File: src/rtl/trap_sequencer.sv
// Trap controller: arbitrates level interrupts and the illegal-instruction exception,
// sequences trap entry / mret return, holds ID/EX flushes and reports the trap cause.
module trap_sequencer #(
  parameter int NUM_IRQ      = 4,
  parameter int CAUSE_W      = 4,
  parameter int EXC_ILLEGAL  = 2,
  parameter int FLUSH_CYCLES = 2
) (
  input  logic               i_clk,
  input  logic               i_rst_n,
  input  logic               insn_vld,
  input  logic               mret,
  input  logic               mie,
  input  logic [NUM_IRQ-1:0] irq_en,
  input  logic [NUM_IRQ-1:0] irq_pend,
  output logic [1:0]         pc_src,
  output logic               flush_ID,
  output logic               flush_EX,
  output logic               intr_en,
  output logic               excep_en,
  output logic               mret_status,
  output logic [CAUSE_W-1:0] trap_cause,
  output logic               trap_is_intr,
  output logic               in_handler
);

  localparam logic [1:0] PC_RESET = 2'd0;
  localparam logic [1:0] PC_TRAP  = 2'd1;
  localparam logic [1:0] PC_EPC   = 2'd2;
  localparam logic [1:0] PC_NEXT  = 2'd3;

  localparam int CNT_W = (FLUSH_CYCLES > 2) ? $clog2(FLUSH_CYCLES) : 1;
  localparam logic [CNT_W-1:0] CNT_LOAD = CNT_W'((FLUSH_CYCLES > 1) ? FLUSH_CYCLES - 2 : 0);

  typedef enum logic [2:0] {
    IDLE  = 3'd0,
    RUN   = 3'd1,
    TRAP  = 3'd2,
    RET   = 3'd3,
    FLUSH = 3'd4
  } state_t;

  state_t             state_reg, state_next;
  logic [CNT_W-1:0]   cnt_reg, cnt_next;
  logic [CAUSE_W-1:0] cause_next;
  logic               is_intr_next;
  logic               handler_next;

  logic [NUM_IRQ-1:0] irq_req;
  logic [CAUSE_W-1:0] winner;
  logic               irq_take;

  assign irq_req  = irq_pend & irq_en;
  assign irq_take = mie & ~in_handler & (|irq_req);

  // Descending scan so the lowest set index is the last one written.
  always_comb begin
    winner = '0;
    for (int i = NUM_IRQ - 1; i >= 0; i--) begin
      if (irq_req[i]) winner = CAUSE_W'(i);
    end
  end

  always_comb begin
    state_next   = state_reg;
    cnt_next     = cnt_reg;
    cause_next   = trap_cause;
    is_intr_next = trap_is_intr;
    handler_next = in_handler;
    case (state_reg)
      IDLE: state_next = RUN;
      RUN: begin
        if (irq_take) begin
          state_next   = TRAP;
          cause_next   = winner;
          is_intr_next = 1'b1;
          handler_next = 1'b1;
        end else if (!insn_vld || (mret && !in_handler)) begin
          // An mret outside a handler is treated as an illegal instruction.
          state_next   = TRAP;
          cause_next   = CAUSE_W'(EXC_ILLEGAL);
          is_intr_next = 1'b0;
          handler_next = 1'b1;
        end else if (mret) begin
          state_next   = RET;
          handler_next = 1'b0;
        end
      end
      TRAP, RET: begin
        if (FLUSH_CYCLES == 1) begin
          state_next = RUN;
        end else begin
          state_next = FLUSH;
          cnt_next   = CNT_LOAD;
        end
      end
      FLUSH: begin
        if (cnt_reg == '0) state_next = RUN;
        else               cnt_next   = cnt_reg - CNT_W'(1);
      end
      default: state_next = IDLE;
    endcase
  end

  // Outputs are registered from the state being entered, so they track state_reg exactly.
  always_ff @(posedge i_clk or negedge i_rst_n) begin
    if (!i_rst_n) begin
      state_reg    <= IDLE;
      cnt_reg      <= '0;
      trap_cause   <= '0;
      trap_is_intr <= 1'b0;
      in_handler   <= 1'b0;
      pc_src       <= PC_RESET;
      flush_ID     <= 1'b0;
      flush_EX     <= 1'b0;
      intr_en      <= 1'b0;
      excep_en     <= 1'b0;
      mret_status  <= 1'b0;
    end else begin
      state_reg    <= state_next;
      cnt_reg      <= cnt_next;
      trap_cause   <= cause_next;
      trap_is_intr <= is_intr_next;
      in_handler   <= handler_next;
      case (state_next)
        IDLE:    pc_src <= PC_RESET;
        TRAP:    pc_src <= PC_TRAP;
        RET:     pc_src <= PC_EPC;
        default: pc_src <= PC_NEXT;
      endcase
      flush_ID    <= (state_next == RUN);
      flush_EX    <= (state_next == RUN);
      intr_en     <= (state_next == TRAP) &  is_intr_next;
      excep_en    <= (state_next == TRAP) & ~is_intr_next;
      mret_status <= (state_next == RET);
    end
  end

endmodule
File: config.mk
export PLATFORM = sky130hd
export DESIGN_NAME = trap_sequencer
export DESIGN_NICKNAME = d
export VERILOG_FILES = /design/src/rtl/trap_sequencer.sv
export SDC_FILE = /design/constraint.sdc
export NUM_CORES = 1
export LEC_CHECK = 0
export CAP_MARGIN = 15
export CORE_MARGIN = 8
export CORE_UTILIZATION = 40
export CTS_CLUSTER_DIAMETER = 120
export DETAILED_ROUTE_END_ITERATION = 7
export PLACE_DENSITY_LB_ADDON = 0.2
export SETUP_SLACK_MARGIN = 0.15
export SLEW_MARGIN = 15
export SYNTH_ARGS = -nofsm -noshare
export SYNTH_HDL_FRONTEND = slang
export SYNTH_SLANG_ARGS = --single-unit
File: constraint.sdc
create_clock -name i_clk -period 1.66 [get_ports i_clk]
set_input_delay 0.415 -clock i_clk [delete_from_list [all_inputs] [get_ports i_clk]]
set_output_delay 0.415 -clock i_clk [all_outputs]
set_load 0.1 [all_outputs]
==> flow_summary_export.csv, run 1 <==
group,metric,value,unit
routing,detail_route.first_pass.iterations,4,
clocking,cts_root_buf,"clkbuf_4",
placed_design,dp.cells,96,
routing,postRouteAntennaNets,0,
cells_and_area,most-common-layout-cells,"buf_12, dfrtp_1, nor2_1, nand2_1, buf_4",
clocking,cts_buffer_depth,2,
die,rows,14,
routing,drc,0,
clocking,cts_tree,"yes",
logic_synthesis,synth_area,606,um^2
run,drv_cap,0,
die,die_area,3020,um^2
logic_synthesis,ys_async_sr_fraction,100,%
routing,avgViaCountPerCell,5.33,
cells_and_area,drive_above_1_share,33.3,%
global_route,grt.overflow.total,0,
global_route,antenna_found_initial,0,
global_route,grt_usage,11.6,%
logic_synthesis,synth-seq-cells,13,
logic_synthesis,syn_area_per_cell,10.8,um^2
die,core,1450,um^2
sta,min_period_over_period,86.0,%
sta,final.setup_skew,0.000477,ns
placed_design,dpl.hpwl,1130,um
die,die_w,54.9,um
clocking,clk_pin_slew,0.08,ns
cells_and_area,antenna_cells,0,
logic_synthesis,ys_warn_count,0,
routing,dr_total_vias,549,
worst_hold_path,hp-class,"in -> async",
routing,routed_wl,1490,um
cells_and_area,final_common_cell,"buf_12",
sta,rsz0062_at_grt,"yes",
cells_and_area,largest_reg_flops,3,
cells_and_area,fin_cells,103,
critical_path,arrival,1.66,ns
clocking,htreeDepth,1,
sta,holdWs,0.430,ns
logic_synthesis,synth_flop_cell,"dfrtp_1",
routing,drt_iter0_drc,6,
placed_design,port_buffers,23,
clocking,clock_latency,0.28,ns
clocking,cts_num_sinks,13,
die,boundaryPins,26,
logic_synthesis,synth-edff-count,0,
placed_design,routabilityCongestion,0.846,
sta,slew_viol_final,0,
critical_path,end_kind,"register",
critical_path,cp_max_fo,6,
sta,final_hold_viol_count,0,
logic_synthesis,synth_cells,56,
cells_and_area,layout.nets,101,
sta,fmax,0.700,GHz
global_route,grt_max_degree,14,
cells_and_area,area_growth,69.0,%
critical_path,regToRegSetupSlack,0.23,ns
die,start_util,41.7,%
sta,fin_crit,1.43,ns
critical_path,worstSetupStartpointType,"register",
logic_synthesis,synth.distinct_cells,24,
critical_path,critPathKind,"reg -> reg",
global_route,grt_pass1_wl,2550,um
routing,wl_per_cell,14.5,um
critical_path,worstPathRequired,1.89,ns
outcome,outcome,"completed",
clocking,cts_buffers,3,
logic_synthesis,yosysSeqAreaShare,53.7,%
die,die_h,54.9,um
global_route,grt_pass1_vias,585,
sta,setup_viol,0,
==> worst paths after layout <==
check,from,endpoint,cells past startpoint
setup / recovery,state_reg[1]$_DFF_PN0_,trap_is_intr$_DFF_PN0_,4
hold / removal,i_rst_n,excep_en$_DFF_PN0_,2
setup reg to reg,state_reg[1]$_DFF_PN0_,trap_is_intr$_DFF_PN0_,4
hold reg to reg,state_reg[0]$_DFF_PN0_,flush_EX$_DFF_PN0_,1
max in group asynchronous,i_rst_n,state_reg[1]$_DFF_PN0_,2
min in group i_clk,irq_pend[0],trap_cause[0]$_DFFE_PN0P_,4
==> final cells by class <==
type,count,area (um^2)
Clock buffer,4,26.3
Fill cell,111,430
Inverter,1,3.75
Multi-Input combinational cell,40,258
Sequential cell,13,329
Tap cell,16,20.0
Timing Repair Buffer,29,387
==> metal layers <==
layer  global-route usage (%)  wire (um)  vias to the layer above
met3                     2.14        144                        7
met4                     8.40         71                        0
met5                        0          0                        -
met1                     12.5        532                      264
li1                         -          -                      252
met2                     20.0        743                       26
==> cell families after synthesis <==
kind of cell,share of synthesized area (%)
simple gates,20.9
compound gates,20.5
flops,53.7
buf+inv,4.34
other cells,0.619
==> cells in the mapped netlist (2+ instances only) <==
master / instances / area share (%)
a21o_1: 2 / 2.5
a21oi_1: 2 / 1.7
a22oi_2: 2 / 4.1
buf_4: 3 / 3.7
dfrtp_1: 13 / 54
nand2_1: 6 / 3.7
nand2b_1: 4 / 4.1
nor2_1: 6 / 3.7
nor3b_1: 2 / 2.5
o211ai_1: 2 / 2.5
==> metrics by stage <==
stage	TNS, ns	setup WS (ns)	util [%]	cell area, um^2
after CTS	0	0.175	68.2	992
after floorplan	0	0.0997	-	612
after global placement	-0.590	-0.143	66.9	972
final	0	0.232	70.4	1020
after global routing	0	0.143	70.4	1020
after detailed placement	-0.798	-0.177	66.9	972
==> critical path, cell delays in order, from the launching register on <==
cell and delay [ns]:
dfrtp_2 0.43, or3b_4 0.42, a211oi_4 0.29, buf_4 0.17, a21o_1 0.07
==> repair_timing <==
item | in CTS | in global routing
resized for setup | 5 | 5
cloned | 0 | 0
endpoints found under the setup margin | 3 | 6
endpoints found under the hold margin | 0 | 0
hold buffers | 0 | 0
pin swaps | 5 | 2
setup buffers | 0 | 3
Power of run 1 is left out: the tool's default activity adds up to more than one toggle a clock period on the data nets, which glitch-free logic cannot reach.
==> run 2, diff against run 1 <==
Settings changed: CTS_CLUSTER_DIAMETER 120 to 80.
==> results of run 2 <==
The final DEF is identical to that of run 1; final timing and power are the same.
Power of run 2 is left out for the same reason.
==> run 3, diff against run 2 <==
Settings changed: ABC_CLOCK_PERIOD_IN_PS set to 1660.
==> results of run 3 <==
The final DEF is identical to that of run 1; final timing and power are the same.
Power of run 3 is left out for the same reason.
